## src/rtl/alu_pkg.sv

```systemverilog
// rtl/alu_pkg.sv - shared widths, ALU select codes and driver FSM states
// Contents:
//   ALU_N, ALU_M : default operand and result widths of the ALU operand interface
//   alu_sel_t    : 3-bit ALU select
//   SEL_*        : select codes for the eight ALU operations
//   drv_state_e  : command driver FSM states
package alu_pkg;

    localparam int ALU_N = 8;
    localparam int ALU_M = 16;

    typedef logic [2:0] alu_sel_t;

    localparam alu_sel_t SEL_ADD = 3'b000;  // A + B, carry kept in the wide result
    localparam alu_sel_t SEL_SUM = 3'b001;  // A + B modulo 2^N
    localparam alu_sel_t SEL_SUB = 3'b010;  // A - B at result width
    localparam alu_sel_t SEL_MUL = 3'b011;  // A * B
    localparam alu_sel_t SEL_AND = 3'b100;
    localparam alu_sel_t SEL_OR  = 3'b101;
    localparam alu_sel_t SEL_XOR = 3'b110;
    localparam alu_sel_t SEL_SHL = 3'b111;  // A << B[2:0]

    typedef enum logic {
        IDLE = 1'b0,
        WAIT = 1'b1
    } drv_state_e;

endpackage

```

## src/rtl/alu_rsp_fifo.sv

```systemverilog
// rtl/alu_rsp_fifo.sv - synchronous response FIFO
// Ports:
//   clk, rst_n : clock, asynchronous active-low reset (empties the FIFO)
//   push, din  : write din when push and not full
//   pop, dout  : dout is the head entry; pop discards it when not empty
//   count      : number of stored entries (0..DEPTH)
//   full/empty : status flags
module alu_rsp_fifo #(
    parameter  int WIDTH = 19,
    parameter  int DEPTH = 2,
    localparam int AW    = $clog2(DEPTH)
) (
    input  logic             clk,
    input  logic             rst_n,
    input  logic             push,
    input  logic             pop,
    input  logic [WIDTH-1:0] din,
    output logic [WIDTH-1:0] dout,
    output logic [AW:0]      count,
    output logic             full,
    output logic             empty
);

    logic [WIDTH-1:0] mem [DEPTH];
    // One extra pointer bit distinguishes full from empty when the
    // index bits are equal.
    logic [AW:0] wr_ptr;
    logic [AW:0] rd_ptr;
    logic        do_push;
    logic        do_pop;

    assign count   = wr_ptr - rd_ptr;
    assign full    = (count == (AW+1)'(DEPTH));
    assign empty   = (count == '0);
    assign do_push = push && !full;
    assign do_pop  = pop && !empty;
    assign dout    = mem[rd_ptr[AW-1:0]];

    always_ff @(posedge clk or negedge rst_n) begin
        if (!rst_n) begin
            wr_ptr <= '0;
            rd_ptr <= '0;
        end else begin
            if (do_push) begin
                wr_ptr <= wr_ptr + 1'b1;
            end
            if (do_pop) begin
                rd_ptr <= rd_ptr + 1'b1;
            end
        end
    end

    // Storage needs no reset: an entry is only observed after it is written.
    always_ff @(posedge clk) begin
        if (do_push) begin
            mem[wr_ptr[AW-1:0]] <= din;
        end
    end

endmodule

```

## src/rtl/alu_cmd_driver.sv

```systemverilog
// rtl/alu_cmd_driver.sv - clocked command front end for the combinational ALU
// Ports:
//   clk, rst_n                   : clock, asynchronous active-low reset
//   cmd_valid/ready, cmd_a/b/sel : operation command port
//   alu_a, alu_b, alu_sel        : registered operands driven into the ALU
//   alu_out                      : ALU result, sampled after SETTLE cycles
//   rsp_valid/ready, rsp_data/sel: result port, head of the response FIFO
//   op_count                     : results pushed, wrapping
//   busy                         : operation in flight or results queued
module alu_cmd_driver
    import alu_pkg::*;
#(
    parameter int N         = ALU_N,
    parameter int M         = ALU_M,
    parameter int SETTLE    = 1,
    parameter int RSP_DEPTH = 2,
    parameter int CNT_W     = 16
) (
    input  logic             clk,
    input  logic             rst_n,
    input  logic             cmd_valid,
    output logic             cmd_ready,
    input  logic [N-1:0]     cmd_a,
    input  logic [N-1:0]     cmd_b,
    input  logic [2:0]       cmd_sel,
    output logic [N-1:0]     alu_a,
    output logic [N-1:0]     alu_b,
    output logic [2:0]       alu_sel,
    input  logic [M-1:0]     alu_out,
    output logic             rsp_valid,
    input  logic             rsp_ready,
    output logic [M-1:0]     rsp_data,
    output logic [2:0]       rsp_sel,
    output logic [CNT_W-1:0] op_count,
    output logic             busy
);

    localparam int AW = $clog2(RSP_DEPTH);
    localparam int FW = M + 3;

    if (SETTLE < 1 || SETTLE > 15) begin : g_bad_settle
        $error("alu_cmd_driver: SETTLE must be in 1..15");
    end
    if (RSP_DEPTH < 2 || (RSP_DEPTH & (RSP_DEPTH - 1)) != 0) begin : g_bad_depth
        $error("alu_cmd_driver: RSP_DEPTH must be a power of 2 and at least 2");
    end

    drv_state_e    state;
    logic [3:0]    settle_cnt;
    logic          push;
    logic          pop;
    logic          accept;
    logic [FW-1:0] fifo_dout;
    logic [AW:0]   fifo_count;
    logic          fifo_full;
    logic          fifo_empty;

    // Sampling happens on the last WAIT cycle; alu_out reaches outputs only
    // through the FIFO storage, so there is no combinational path.
    assign push   = (state == WAIT) && (settle_cnt == 4'd0);
    assign pop    = rsp_ready && !fifo_empty;
    // A pop on the same edge frees the slot the accepted command will need.
    assign cmd_ready = (state == IDLE) && (!fifo_full || rsp_ready);
    assign accept    = cmd_valid && cmd_ready;

    assign rsp_valid = !fifo_empty;
    assign rsp_data  = fifo_dout[FW-1:3];
    assign rsp_sel   = fifo_dout[2:0];
    assign busy      = (state != IDLE) || (fifo_count != '0);

    always_ff @(posedge clk or negedge rst_n) begin
        if (!rst_n) begin
            state      <= IDLE;
            alu_a      <= '0;
            alu_b      <= '0;
            alu_sel    <= '0;
            settle_cnt <= 4'd0;
            op_count   <= '0;
        end else begin
            case (state)
                IDLE: begin
                    if (accept) begin
                        alu_a      <= cmd_a;
                        alu_b      <= cmd_b;
                        alu_sel    <= cmd_sel;
                        settle_cnt <= 4'(SETTLE - 1);
                        state      <= WAIT;
                    end
                end
                WAIT: begin
                    if (settle_cnt != 4'd0) begin
                        settle_cnt <= settle_cnt - 4'd1;
                    end else begin
                        op_count <= op_count + CNT_W'(1);
                        state    <= IDLE;
                    end
                end
                default: state <= IDLE;
            endcase
        end
    end

    alu_rsp_fifo #(
        .WIDTH (FW),
        .DEPTH (RSP_DEPTH)
    ) u_rsp_fifo (
        .clk   (clk),
        .rst_n (rst_n),
        .push  (push),
        .pop   (pop),
        .din   ({alu_out, alu_sel}),
        .dout  (fifo_dout),
        .count (fifo_count),
        .full  (fifo_full),
        .empty (fifo_empty)
    );

endmodule

```

## config.mk

```make
export PLATFORM = sky130hd
export DESIGN_NAME = alu_cmd_driver
export DESIGN_NICKNAME = d
export VERILOG_FILES = /design/src/rtl/alu_pkg.sv /design/src/rtl/alu_rsp_fifo.sv /design/src/rtl/alu_cmd_driver.sv
export SDC_FILE = /design/constraint.sdc
export NUM_CORES = 1
export LEC_CHECK = 0
export ABC_AREA = 1
export CORE_UTILIZATION = 30
export CTS_CLUSTER_SIZE = 16
export DETAILED_ROUTE_END_ITERATION = 7
export PLACE_DENSITY = 0.62
export SLEW_MARGIN = 20
export SYNTH_ARGS = -nofsm -noshare
export SYNTH_HDL_FRONTEND = slang
export SYNTH_SLANG_ARGS = --single-unit
```

## constraint.sdc

```tcl
create_clock -name clk -period 4.32 [get_ports clk]
set_input_delay 0.648 -clock clk [delete_from_list [all_inputs] [get_ports clk]]
set_output_delay 0.648 -clock clk [all_outputs]
set_load 0.02 [all_outputs]
```

==> flow_metrics.env, run 1 <==
export IMPL_final_max_slew_violation_count=0
export IMPL_crit_family="buffers and inverters"
export IMPL_synth_xor_area_share_pct=2.87
export IMPL_synth_compound_area_share_pct=5.57
export IMPL_post_dp_hpwl_mm=5.06
export IMPL_hp_class="input port to async pin"
export IMPL_die_h_um=112
export IMPL_critPathCaptureType="primary output"
export IMPL_cts_tree="yes"
export IMPL_timing_rr_start="settle_cnt[0]"
export IMPL_synth_distinct_cells=28
export IMPL_final_setup_tns_ps=0
export IMPL_fin_util_pct=43.5
export IMPL_worst_slew_pin_slew_ps=845
export IMPL_final_cell_mix="nand2_1 (109), clkdlybuf4s50_1 (94), dfrtp_1 (44), edfxtp_1 (38), inv_1 (35)"
export IMPL_cts_buffers=9
export IMPL_max_freq_ghz=0.377
export IMPL_initial_core_util_pct=31.3
export IMPL_core_sq_um=11600
export IMPL_reg2reg_slack_ps=1870
export IMPL_p_per_area_nw_per_um2=709
export IMPL_syn_area_per_cell_sq_um=10.4
export IMPL_route_detailed_drc=10
export IMPL_cp_arrival_ps=2010
export IMPL_intPower_mw=2.26
export IMPL_grt_pass1_vias=2521
export IMPL_final_common_cell="nand2_1"
export IMPL_cts_path_max_buffers=2
export IMPL_die_w_um=112
export IMPL_overflow=0
export IMPL_cp_cell_sequence="clkdlybuf4s50_1 > inv_1 > nand3_2 > nand2_1 > inv_1 > clkdlybuf4s50_1"
export IMPL_clock_root_buffer="clkbuf_16"
export IMPL_synthCells=347
export IMPL_pwr_share_clk_pct=24.3
export IMPL_p_comb_share_pct=41.9
export IMPL_cp_slowest_cell="clkdlybuf4s50_1"
export IMPL_detail_route_vias_per_cell=4.24
export IMPL_synth_adder_area_share_pct=0.692
export IMPL_required_ps=3670
export IMPL_drv_cap=0
export IMPL_p_sw_share_pct=36.6
export IMPL_grt_use_total_pct=12.5
export IMPL_net_switching_power_mw=1.31
export IMPL_h_tree_depth=3
export IMPL_post_cts_resized=0
export IMPL_synth_top_family_by_area="simple AND/OR/NAND/NOR gates"
export IMPL_startpoint_type="input port"
export IMPL_yosysTopAreaCell="edfxtp_1"
export IMPL_synth_area_sq_um=3610
export IMPL_nets=488
export IMPL_grt_max_degree=45
export IMPL_finalCriticalPeriod_ps=2650
export IMPL_vias=2521
export IMPL_rr_worst_depth=7
export IMPL_yosysTopAreaCellShare_pct=31.6
export IMPL_synth_yosys_seq_area_share_pct=62.0
export IMPL_place_gp_congestion=0.753
export IMPL_synthesis_nets=388
export IMPL_routedWlPerCell_um=12.3
export IMPL_reg2reg_to="u_rsp_fifo.mem[0][9]"
export IMPL_period_share_pct=61.4
export IMPL_ant_nets=0
export IMPL_ys_warn_count=0
export IMPL_clk_pin_slew_worst_paths_ps=60
export IMPL_hold_violations=0
export IMPL_synth_simple_area_share_pct=22.9
export IMPL_antenna_cells=0
export IMPL_ios=96
export IMPL_die_area_sq_um=12500
export IMPL_io_buffers=95
export IMPL_hold_buffers=0
export IMPL_run_status="complete, but fails checks"
export IMPL_synth_area_leaders="edfxtp_1 (32%), dfrtp_1 (30%), nand2_1 (11%)"
export IMPL_row_count=39
export IMPL_clock_skew_ps=10.4
export IMPL_peakVddDrop_v=0.000220
export IMPL_cts_sinks=82
export IMPL_antenna_found_initial=0
export IMPL_finalWirelength_mm=7.29
export IMPL_dr_pass1_iters=6
export IMPL_grt_pass1_wl_mm=12.2
export IMPL_cp_num_buf_inv=4
export IMPL_synth_mux_area_share_pct=0
export IMPL_drt_iter0_markers=133
export IMPL_area_growth_pct=39.3
export IMPL_clock_latency_ps=330
export IMPL_slowest_delay_ps=590
export IMPL_crit_fanout=3
export IMPL_drive_above_1_share_pct=16.6
export IMPL_setup_viol=0
export IMPL_p_leak_nw=2.18
export IMPL_seqPwrFrac_pct=33.8
export IMPL_relSlewSlack_pct=43.5
export IMPL_synth_seq_cells=82
export IMPL_post_cts_setup_buffer_count=0
export IMPL_rsz0062_at_grt="false"
export IMPL_violations="design-rule violations"
export IMPL_crit_type="input port to primary output"
[worst register-to-register path, delay by kind of cell (launching register included)]
family,cells,cell delay [ps]
simple gates,4,1110
buf+inv,2,410
flops,1,390
fa+ha+maj,1,250
[kinds of logic after synthesis]
logic type / Yosys count
flip-flops: 82
XOR/XNOR: 11
adder cells (fa/ha/maj): 2
buffers and inverters: 48
AO/OA/AOI/OAI: 26
AND/OR/NAND/NOR: 178
[per-layer routing]
layer  track usage [%]  share of wire [%]
met4              5.50               0.66
met1              16.6                 49
met3              3.27                5.7
met2              19.3                 44
met5                 0                  0
[synth_stat cells, drive strengths merged]
cell    number
nor2        23
nand2      133
a21oi        3
xor2         6
edfxtp      38
nand4        6
dfrtp       44
xnor2        5
nor3b        1
nor3         2
buf          4
clkbuf       4
ha           2
inv         40
nand3       13
o21ai       23
[registers in the layout, summed over array words and instances, names as in the netlist]
| register | count |
|---|---|
| u_rsp_fifo.wr_ptr | 2 |
| alu_a | 8 |
| u_rsp_fifo.mem | 38 |
| state | 1 |
| u_rsp_fifo.rd_ptr | 2 |
| op_count | 16 |
| alu_b | 8 |
| settle_cnt | 4 |
| alu_sel | 3 |
[layout make-up]
| cell class | count | area (sq um) |
|---|---|---|
| well taps | 143 | 179 |
| flip-flops and latches | 82 | 2240 |
| inverters | 40 | 150 |
| repair buffers | 97 | 963 |
| clock buffers | 10 | 229 |
| fillers | 1142 | 6530 |
| clock inverters | 6 | 113 |
| multi-input cells | 217 | 1160 |
[worst max path at each step]
| stage | slack (ps) | cells past startpoint | endpoint | startpoint |
|---|---|---|---|---|
| global route | 1550 | 7 | cmd_ready | u_rsp_fifo.rd_ptr[0] |
| finish | 1670 | 6 | cmd_ready | rsp_ready |
| global placement | 1690 | 6 | cmd_ready | rsp_ready |
| CTS | 1650 | 7 | cmd_ready | u_rsp_fifo.rd_ptr[0] |
| floorplan | 2020 | 6 | u_rsp_fifo.mem[0][0] | settle_cnt[0] |
| detailed placement | 1660 | 6 | cmd_ready | rsp_ready |
[per-stage QoR]
| step | total power, mW | cell area (sq um) | instances | hold slack, ps | setup slack [ps] |
|---|---|---|---|---|---|
| 2_1_floorplan | 2.13 | 3610 | 347 | 352 | 2020 |
| 3_3_place_gp | 2.71 | 4690 | 579 | 475 | 1690 |
| 3_5_place_dp | 2.74 | 4690 | 579 | 479 | 1660 |
| 4_1_cts | 3.62 | 5030 | 595 | 496 | 1650 |
| 5_1_grt | 3.79 | 5030 | 595 | 365 | 1550 |
| 6_report | 3.57 | 5030 | 595 | 324 | 1670 |
[power by group through the flow]
stage                     logic (mW)  clock network, mW  registers [mW]
after floorplan                0.798                  0            1.33
after global routing            1.63              0.922            1.24
after CTS                       1.52              0.892            1.21
after detailed placement        1.51                  0            1.22
after global placement          1.50                  0            1.22
final                           1.49              0.868            1.21
(Power assumes the default switching activity.)
==> run 2: changes to the inputs <==
==> constraint.sdc (replaced) <==
create_clock -name clk -period 2.49 [get_ports clk]
set_input_delay 0.3735 -clock clk [delete_from_list [all_inputs] [get_ports clk]]
set_output_delay 0.3735 -clock clk [all_outputs]
set_load 0.02 [all_outputs]
==> flow_metrics.env, run 2 (synthesized netlist as in run 1, its figures left out) <==
export IMPL_run_status="complete, but fails checks"
export IMPL_violations="design-rule violations"
export IMPL_busiest_layer="met2"
export IMPL_place_gp_congestion=0.757
export IMPL_crit_fanout=12
export IMPL_row_count=39
export IMPL_place_ws_ps=361
export IMPL_area_growth_pct=39.6
export IMPL_period_share_pct=90.1
export IMPL_cts_buffers=9
export IMPL_dpl_cell_area_sq_um=4730
export IMPL_post_cts_resized=0
export IMPL_io_buffers=95
export IMPL_grt_pass1_wl_mm=12.0
export IMPL_grt_pass1_vias=2475
export IMPL_core_sq_um=11600
export IMPL_nets=493
export IMPL_reg2reg_slack_ps=560
export IMPL_rsz0062_at_grt="false"
export IMPL_dr_pass1_iters=6
export IMPL_fin_util_pct=43.6
export IMPL_cts_tree="yes"
export IMPL_h_tree_depth=3
export IMPL_cts_path_max_buffers=2
export IMPL_detail_route_vias_per_cell=4.26
export IMPL_p_comb_share_pct=43.7
export IMPL_peakVddDrop_v=0.000337
export IMPL_final_common_cell="nand2_1"
export IMPL_die_h_um=112
export IMPL_p_per_area_nw_per_um2=1200
export IMPL_p_sw_share_pct=37.8
export IMPL_power_mw=6.06
export IMPL_die_w_um=112
export IMPL_p_leak_nw=2.18
export IMPL_overflow=0
export IMPL_max_freq_ghz=0.446
export IMPL_routedWlPerCell_um=12.2
export IMPL_vias=2556
export IMPL_setup_ws_ps=248
export IMPL_instances_no_fill=600
export IMPL_pwr_share_clk_pct=21.7
export IMPL_worst_slew_pin_slew_ps=420
export IMPL_die_area_sq_um=12500
export IMPL_use_met3_pct=3.10
export IMPL_cts_sinks=82
export IMPL_hp_class="input port to async pin"
export IMPL_crit_type="flop to primary output"
export IMPL_largest_register_ffs=38
export IMPL_drive_above_1_share_pct=17.3
export IMPL_grtUsageMet1_pct=16.0
export IMPL_route_detailed_drc=10
export IMPL_startpoint_type="flop"
export IMPL_setup_viol=0
export IMPL_seqPwrFrac_pct=34.5
export IMPL_clk_pin_slew_worst_paths_ps=60
export IMPL_grt_use_met2_pct=19.4
export IMPL_post_dp_hpwl_mm=5.22
export IMPL_ant_nets=0
export IMPL_ios=96
export IMPL_grt_use_total_pct=12.4
export IMPL_fin_area_sq_um=5050
export IMPL_antenna_cells=0
export IMPL_clock_latency_ps=330
export IMPL_dp_cells=583
export IMPL_intPower_mw=3.77
export IMPL_net_switching_power_mw=2.29
export IMPL_num_fill_cells=1137
export IMPL_clock_skew_ps=11.1
export IMPL_cp_arrival_ps=1870
export IMPL_whs_ps=455
export IMPL_final_setup_tns_ps=0
export IMPL_relSlewSlack_pct=72.0
export IMPL_initial_core_util_pct=31.3
export IMPL_grt_max_degree=34
export IMPL_drv_cap=0
export IMPL_critPathCaptureType="primary output"
export IMPL_hold_violations=0
export IMPL_clock_root_buffer="clkbuf_16"
export IMPL_finalWirelength_mm=7.31
export IMPL_antenna_found_initial=0
export IMPL_final_max_slew_violation_count=0
export IMPL_required_ps=2120
export IMPL_finalCriticalPeriod_ps=2240
export IMPL_drt_iter0_markers=107
export IMPL_final_cell_mix="nand2_1 (109), clkdlybuf4s50_1 (94), dfrtp_1 (44), edfxtp_1 (38), inv_1 (35)"
## run 2: path summary, 6_finish.rpt
kind | from | end | depth (start not counted)
setup / recovery | u_rsp_fifo.rd_ptr[0] | rsp_sel[0] | 5
hold / removal | rst_n | op_count[3] | 2
setup reg to reg | settle_cnt[0] | u_rsp_fifo.mem[1][9] | 7
hold reg to reg | alu_b[1] | alu_b[1] | 2
max in group asynchronous | rst_n | settle_cnt[1] | 3
min in group clk | alu_b[1] | alu_b[1] | 2
## run 2: critical path, stage by stage (launching register included)
cell and delay (ps):
dfrtp_1 400, inv_2 190, buf_4 220, nand2_1 60, nand2_1 70, clkdlybuf4s50_1 620
## run 2: final cells by class
cell class,instances,area (sq um),area share [%]
Inverter,40,150,2.98
Clock inverter,6,73.8,1.46
Sequential cell,82,2240,44.4
Tap cell,143,179,3.55
Clock buffer,10,229,4.54
Timing Repair Buffer,102,1010,20.1
Multi-Input combinational cell,217,1160,23.0
## run 2: power groups by stage
| stage | Combinational [mW] | Clock (mW) | Sequential (mW) |
|---|---|---|---|
| 6_report | 2.65 | 1.32 | 2.09 |
| 5_1_grt | 2.87 | 1.43 | 2.14 |
| 4_1_cts | 2.69 | 1.37 | 2.10 |
| 3_5_place_dp | 2.68 | 0 | 2.12 |
| 3_3_place_gp | 2.63 | 0 | 2.11 |
| 2_1_floorplan | 1.38 | 0 | 2.31 |
## run 2: metal layers
metal  share of wire [%]  vias up
li1                    -     1317
met1                  47     1161
met2                  46       71
met3                 5.4        7
met4                 1.3        0
met5                   0        -
## run 2: what timing repair did
action,CTS,global route
buffers inserted,0,0
hold buffers,1,0
hold endpoints to repair,11,0
